$ cat src/rtl/pipeline_pkg.sv
// Shared definitions for the MIPS pipeline registers (ID/EX, EX/MEM, MEM/WB).
package pipeline_pkg;

  localparam int ALUOP_W = 2;

  localparam logic [ALUOP_W-1:0] ALUOP_ADD   = 2'd0;
  localparam logic [ALUOP_W-1:0] ALUOP_SUB   = 2'd1;
  localparam logic [ALUOP_W-1:0] ALUOP_RTYPE = 2'd2;

  // Control bundle produced by the main decoder and carried down the pipe.
  typedef struct packed {
    logic               reg_write;
    logic               mem_to_reg;
    logic               branch;
    logic               mem_read;
    logic               mem_write;
    logic               alu_src;
    logic               reg_dst;
    logic [ALUOP_W-1:0] alu_op;
  } id_ex_ctrl_t;

  // A bubble never writes registers or memory.
  localparam id_ex_ctrl_t CTRL_BUBBLE = '0;

endpackage

$ cat src/rtl/id_ex_pipe_reg_sat_counter.sv
// Saturating event counter with synchronous clear; used for pipeline perf stats.
module sat_counter #(
  parameter int W = 16
) (
  input  logic         clk,
  input  logic         rst,
  input  logic         inc,
  input  logic         clr,
  output logic [W-1:0] count
);

  logic [W-1:0] count_d, count_q;

  // Clear wins over increment; increment stops at all-ones.
  always_comb begin
    count_d = count_q;
    if (clr) begin
      count_d = '0;
    end else if (inc && (count_q != {W{1'b1}})) begin
      count_d = count_q + W'(1);
    end
  end

  // Counter state, cleared asynchronously while rst is low.
  always_ff @(posedge clk or negedge rst) begin
    if (!rst) begin
      count_q <= '0;
    end else begin
      count_q <= count_d;
    end
  end

  assign count = count_q;

endmodule

$ cat src/rtl/id_ex_pipe_reg.sv
// ID/EX pipeline register with hold, bubble insertion, valid bit and
// saturating stall/bubble counters. Action priority: flush > stall > load.
module id_ex_pipe_reg #(
  parameter int DATA_W  = 32,
  parameter int REG_W   = 5,
  parameter int ALUOP_W = pipeline_pkg::ALUOP_W,
  parameter int CNT_W   = 16
) (
  input  logic               clk,
  input  logic               rst,
  input  logic               stall,
  input  logic               flush,
  input  logic               valid_in,
  input  logic               reg_write_in,
  input  logic               mem_to_reg_in,
  input  logic               branch_in,
  input  logic               mem_read_in,
  input  logic               mem_write_in,
  input  logic               alu_src_in,
  input  logic               reg_dst_in,
  input  logic [ALUOP_W-1:0] alu_op_in,
  input  logic [DATA_W-1:0]  pc_4_in,
  input  logic [DATA_W-1:0]  rd_data_1_in,
  input  logic [DATA_W-1:0]  rd_data_2_in,
  input  logic [DATA_W-1:0]  sign_ext_in,
  input  logic [REG_W-1:0]   rs_in,
  input  logic [REG_W-1:0]   rt_in,
  input  logic [REG_W-1:0]   rd_in,
  input  logic               cnt_clr,
  output logic               valid_out,
  output logic               reg_write_out,
  output logic               mem_to_reg_out,
  output logic               branch_out,
  output logic               mem_read_out,
  output logic               mem_write_out,
  output logic               alu_src_out,
  output logic               reg_dst_out,
  output logic [ALUOP_W-1:0] alu_op_out,
  output logic [DATA_W-1:0]  pc_4_out,
  output logic [DATA_W-1:0]  rd_data_1_out,
  output logic [DATA_W-1:0]  rd_data_2_out,
  output logic [DATA_W-1:0]  sign_ext_out,
  output logic [REG_W-1:0]   rs_out,
  output logic [REG_W-1:0]   rt_out,
  output logic [REG_W-1:0]   rd_out,
  output logic [CNT_W-1:0]   stall_cnt,
  output logic [CNT_W-1:0]   bubble_cnt
);

  import pipeline_pkg::*;

  id_ex_ctrl_t       ctrl_in, ctrl_d, ctrl_q;
  logic              valid_d, valid_q;
  logic [DATA_W-1:0] pc_4_d, pc_4_q;
  logic [DATA_W-1:0] rd_data_1_d, rd_data_1_q;
  logic [DATA_W-1:0] rd_data_2_d, rd_data_2_q;
  logic [DATA_W-1:0] sign_ext_d, sign_ext_q;
  logic [REG_W-1:0]  rs_d, rs_q;
  logic [REG_W-1:0]  rt_d, rt_q;
  logic [REG_W-1:0]  rd_d, rd_q;
  logic              stall_inc, bubble_inc;

  // Bundle decoder controls; a non-valid decode slot is gated to a bubble.
  always_comb begin
    ctrl_in            = CTRL_BUBBLE;
    ctrl_in.reg_write  = reg_write_in;
    ctrl_in.mem_to_reg = mem_to_reg_in;
    ctrl_in.branch     = branch_in;
    ctrl_in.mem_read   = mem_read_in;
    ctrl_in.mem_write  = mem_write_in;
    ctrl_in.alu_src    = alu_src_in;
    ctrl_in.reg_dst    = reg_dst_in;
    ctrl_in.alu_op     = alu_op_in;
    if (!valid_in) begin
      ctrl_in = CTRL_BUBBLE;
    end
  end

  // Stage next-state: flush zeroes everything (indices too, so the
  // forwarding unit sees $0), stall holds, otherwise load from decode.
  always_comb begin
    ctrl_d      = ctrl_q;
    valid_d     = valid_q;
    pc_4_d      = pc_4_q;
    rd_data_1_d = rd_data_1_q;
    rd_data_2_d = rd_data_2_q;
    sign_ext_d  = sign_ext_q;
    rs_d        = rs_q;
    rt_d        = rt_q;
    rd_d        = rd_q;
    if (flush) begin
      ctrl_d      = CTRL_BUBBLE;
      valid_d     = 1'b0;
      pc_4_d      = '0;
      rd_data_1_d = '0;
      rd_data_2_d = '0;
      sign_ext_d  = '0;
      rs_d        = '0;
      rt_d        = '0;
      rd_d        = '0;
    end else if (!stall) begin
      ctrl_d      = ctrl_in;
      valid_d     = valid_in;
      pc_4_d      = pc_4_in;
      rd_data_1_d = rd_data_1_in;
      rd_data_2_d = rd_data_2_in;
      sign_ext_d  = sign_ext_in;
      rs_d        = rs_in;
      rt_d        = rt_in;
      rd_d        = rd_in;
    end
  end

  // Stage registers; everything clears asynchronously on reset.
  always_ff @(posedge clk or negedge rst) begin
    if (!rst) begin
      ctrl_q      <= CTRL_BUBBLE;
      valid_q     <= 1'b0;
      pc_4_q      <= '0;
      rd_data_1_q <= '0;
      rd_data_2_q <= '0;
      sign_ext_q  <= '0;
      rs_q        <= '0;
      rt_q        <= '0;
      rd_q        <= '0;
    end else begin
      ctrl_q      <= ctrl_d;
      valid_q     <= valid_d;
      pc_4_q      <= pc_4_d;
      rd_data_1_q <= rd_data_1_d;
      rd_data_2_q <= rd_data_2_d;
      sign_ext_q  <= sign_ext_d;
      rs_q        <= rs_d;
      rt_q        <= rt_d;
      rd_q        <= rd_d;
    end
  end

  // A hold cycle only counts when no flush overrides it; a bubble is either
  // a flush or a load of a non-valid decode slot.
  assign stall_inc  = stall & ~flush;
  assign bubble_inc = flush | (~stall & ~valid_in);

  sat_counter #(.W(CNT_W)) u_stall_cnt (
    .clk   (clk),
    .rst   (rst),
    .inc   (stall_inc),
    .clr   (cnt_clr),
    .count (stall_cnt)
  );

  sat_counter #(.W(CNT_W)) u_bubble_cnt (
    .clk   (clk),
    .rst   (rst),
    .inc   (bubble_inc),
    .clr   (cnt_clr),
    .count (bubble_cnt)
  );

  assign valid_out      = valid_q;
  assign reg_write_out  = ctrl_q.reg_write;
  assign mem_to_reg_out = ctrl_q.mem_to_reg;
  assign branch_out     = ctrl_q.branch;
  assign mem_read_out   = ctrl_q.mem_read;
  assign mem_write_out  = ctrl_q.mem_write;
  assign alu_src_out    = ctrl_q.alu_src;
  assign reg_dst_out    = ctrl_q.reg_dst;
  assign alu_op_out     = ctrl_q.alu_op;
  assign pc_4_out       = pc_4_q;
  assign rd_data_1_out  = rd_data_1_q;
  assign rd_data_2_out  = rd_data_2_q;
  assign sign_ext_out   = sign_ext_q;
  assign rs_out         = rs_q;
  assign rt_out         = rt_q;
  assign rd_out         = rd_q;

endmodule

$ cat config.mk
export PLATFORM = sky130hd
export DESIGN_NAME = id_ex_pipe_reg
export DESIGN_NICKNAME = d
export VERILOG_FILES = /design/src/rtl/pipeline_pkg.sv /design/src/rtl/id_ex_pipe_reg_sat_counter.sv /design/src/rtl/id_ex_pipe_reg.sv
export SDC_FILE = /design/constraint.sdc
export NUM_CORES = 1
export LEC_CHECK = 0
export ABC_AREA = 1
export CORE_ASPECT_RATIO = 1.5
export CORE_MARGIN = 2
export CORE_UTILIZATION = 32
export CTS_CLUSTER_SIZE = 24
export DETAILED_ROUTE_END_ITERATION = 8
export GPL_TIMING_DRIVEN = 0
export SYNTH_ARGS = -nofsm -noshare
export SYNTH_HDL_FRONTEND = slang
export SYNTH_SLANG_ARGS = --single-unit
$ cat constraint.sdc
create_clock -name clk -period 1.95 [get_ports clk]
set_input_delay 0.195 -clock clk [delete_from_list [all_inputs] [get_ports clk]]
set_output_delay 0.195 -clock clk [all_outputs]
set_load 0.01 [all_outputs]
==> metrics <==
status=completed; ys flop type=dfrtp_1; nets@finish=1497; mapped cell area=0.008056 mm²; Post-Synthesis Cells=975; CP Max Fanout=10; LEAKAGE=6.064 nW; Crit Path Category=in2reg; register area share after synthesis=57.46%; FF/Latch Area=0.004629 mm²; CTS Buffer Depth=2; post-synthesis cell type count=25; minimum clock period=1.781 ns; number of buffers created by CTS=17; Yosys top cell area share=57.46%; Post-Place Worst Slack=-0.3298 ns; FILL cells=2450; Placed Cells incl. Taps=1645; unrepaired setup endpoints after global routing=false; Logic pwr share=between 10% and 20%; CP arrival=2.15 ns; WL final=about 27000 µm; setup bufs post-CTS=0; Antenna Nets Post-Route=0; P_sw=between 2 and 2.5 mW; DRC Markers=0; final setup fails=0; synth warn=0; vias in the first global route=about 7600; Root Buffer=clkbuf_16; post-DP HPWL=20550 µm; first-pass GRT wire length=42080 µm; CP max stage cell=clkbuf_1; H-tree depth=4; Post-synth top cells=432 x nand2_1, 185 x dfrtp_1, 167 x nand3_1, 40 x inv_1, 31 x nor2_1; Slew @ Worst Pin=0.6709 ns; worst vdd ir=0.5861 mV; number of port buffers=between 300 and 400; Hold Vio Cnt, Final=0; CP peak stage delay=~0.52 ns; Multi-input gate area=between 0.003 and 0.004 mm²; Final GP Congestion=0.8033; worst path required time=2.32 ns; max cap viols=0; most numerous cell on the critical path=nand2_1; area leader, netlist=dfrtp_1; Rel. slew slack=55.27%; initial antenna violation count=2; routed vias=7663; Syn Nets=1135; Die H=about 200 µm; clock latency on the worst-skew pair=between 0.4 and 0.5 ns; Congestion Overflow GR=0; iteration count of the initial detailed-routing pass=5; num rows=71; Mapped Avg Cell Area=between 8 and 9 µm²; wl on met1=between 10000 and 15000 µm; synth top area cells=dfrtp_1 57%, nand2_1 20%, nand3_1 10%; CP startpoint kind=primary input; top routing layer in use=met4; die area=between 0.02 and 0.03 mm²; number of synthesized flops with an enable pin=0; via/cell ratio=approximately 4.6; Max Slew Vio Count=0; ys async rst share=100.0%; CP Capture Type=register; Total GRT Usage=20.79%; Starting Density=32.39%; Sw Ratio=approximately 25%; DR iter-0 viols=456; Layout area overhead=55.06%; count leader, synth=nand2_1; fmax=0.5616 GHz; io pins=about 340; critical path, cell by cell=clkdlybuf4s50_1 -> inv_2 -> nor2_1 -> clkbuf_1 -> buf_2 -> nand2_1 -> nand2_1; Yosys reg bits=185; CTS tree=done; Clk pwr share=a little under two fifths; final worst slack=0.1695 ns; routed wl met2=around 15000 µm; post-route insts no fill=1679; Worst Hold Class=in2reg; skew final=0.008450 ns; core area=0.02487 mm²; sequential share of power=46.6%; Final period util=91.31%; fraction of layout cells with a size suffix above 1=5.111%; Die W=133.6 µm; Avg WL per Cell=16.22 µm; met3 WL=1457 µm; largest net degree at the start of global routing=approximately 110; Pwr per Cell Area=slightly above 700 mW/mm²; cell internal pwr=6.586 mW; CTS Sinks=185; clock slew seen by the registers of the worst setup and hold paths=0.07 ns
==> state kept, by name, summed over array words and instances (netlist names) <==
name	count
u_stall_cnt.count	16
alu_op_out	2
rd_out	5
alu_src_out	1
valid_out	1
mem_read_out	1
mem_to_reg_out	1
u_bubble_cnt.count	16
mem_write_out	1
reg_write_out	1
branch_out	1
rt_out	5
rs_out	5
rd_data_2_out	32
pc_4_out	32
rd_data_1_out	32
sign_ext_out	32
reg_dst_out	1
==> path summary, 6_finish.rpt <==
path	start	end	slack [ns]	cells past startpoint
worst max-delay path	stall	rd_data_2_out[23]$_DFFE_PN0N_	0.17	7
max in group asynchronous	rst	pc_4_out[0]$_DFFE_PN0N_	0.69	3
worst min register to register	rd_data_1_out[23]$_DFFE_PN0N_	rd_data_1_out[23]$_DFFE_PN0N_	0.47	2
worst min-delay path	cnt_clr	u_stall_cnt.count[7]$_DFFE_PN0P_	0.14	4
worst max register to register	u_bubble_cnt.count[1]$_DFFE_PN0P_	u_bubble_cnt.count[12]$_DFFE_PN0P_	0.19	10
min in group asynchronous	rst	u_stall_cnt.count[13]$_DFFE_PN0P_	0.30	2
==> layer usage <==
metal	GRT usage, %	up-vias
li1	-	3815
met1	23.30	3592
met2	37.55	216
met3	5.172	40
met4	8.432	0
met5	0	-
==> power by group through the flow <==
stage / Clock (mW) / Combinational, mW / Sequential (mW)
3_5_place_dp: 0 / 1.36 / 4.19
4_1_cts: 3.49 / 1.36 / 4.12
2_1_floorplan: 0 / 0.328 / 4.27
3_3_place_gp: 0 / 1.34 / 4.19
6_report: 3.38 / 1.34 / 4.12
5_1_grt: 3.64 / 1.45 / 4.14
==> timing repair <==
item | in CTS | in global routing
gates resized for setup | 0 | 0
hold buffers | 1 | 0
endpoints found under the hold margin | 80 | 0
==> placed cells by master, fill, tap and decap left out, types with 5 or more instances in the layout <==
cell	Yosys	routed
clkbuf_1	27	28
nor2_1	31	31
o21ai_0	18	18
nand3_1	167	167
nand2_2	5	5
clkdlybuf4s50_1	0	340
dfrtp_1	185	185
buf_2	17	17
o21bai_1	7	7
nor2_4	7	7
nand4_1	11	11
inv_1	40	40
clkbuf_16	0	17
nand2_1	432	432
xor2_1	7	7
clkinv_2	0	5
==> worst max-delay path: cells and delay by family <==
kind | cells | cell delay (ns)
buffers and inverters | 4 | 1.52
AND/OR/NAND/NOR | 3 | 0.42
==> area by class of cell <==
class | instances | area share (%)
diodes | 1 | 0.02003
plain buffers | 51 | 1.823
clock buffers | 21 | 3.766
clock inverters | 11 | 0.7712
inverters | 43 | 1.292
multi-input cells | 696 | 24.32
flip-flops and latches | 185 | 37.06
well taps | 328 | 3.285
repair buffers | 343 | 27.66
==> logic make-up after synthesis <==
group	count (synthesis)	share of synthesized area (%)
adder cells (fa/ha/maj)	2	0.3106
XOR/XNOR	8	0.8697
flip-flops	185	57.46
buffers and inverters	94	4.830
AND/OR/NAND/NOR	656	34.42
AO/OA/AOI/OAI	30	2.112
==> metrics by stage <==
stage / area (µm²) / TNS, ns / utilization, % / power (mW) / hold WS, ns
after floorplan: 8056 / 0 / - / 4.602 / -0.1006
after global placement: 11880 / -1409.25 / 47.76 / 5.533 / 0.4530
after detailed placement: 11910 / -31.04 / 47.89 / 5.546 / 0.2188
after CTS: 12490 / 0 / 50.21 / 8.969 / 0.1179
after global routing: 12490 / 0 / 50.22 / 9.237 / 0.1427
final: 12490 / 0 / 50.22 / 8.837 / 0.1432
Power figures use the tool's default switching activity.
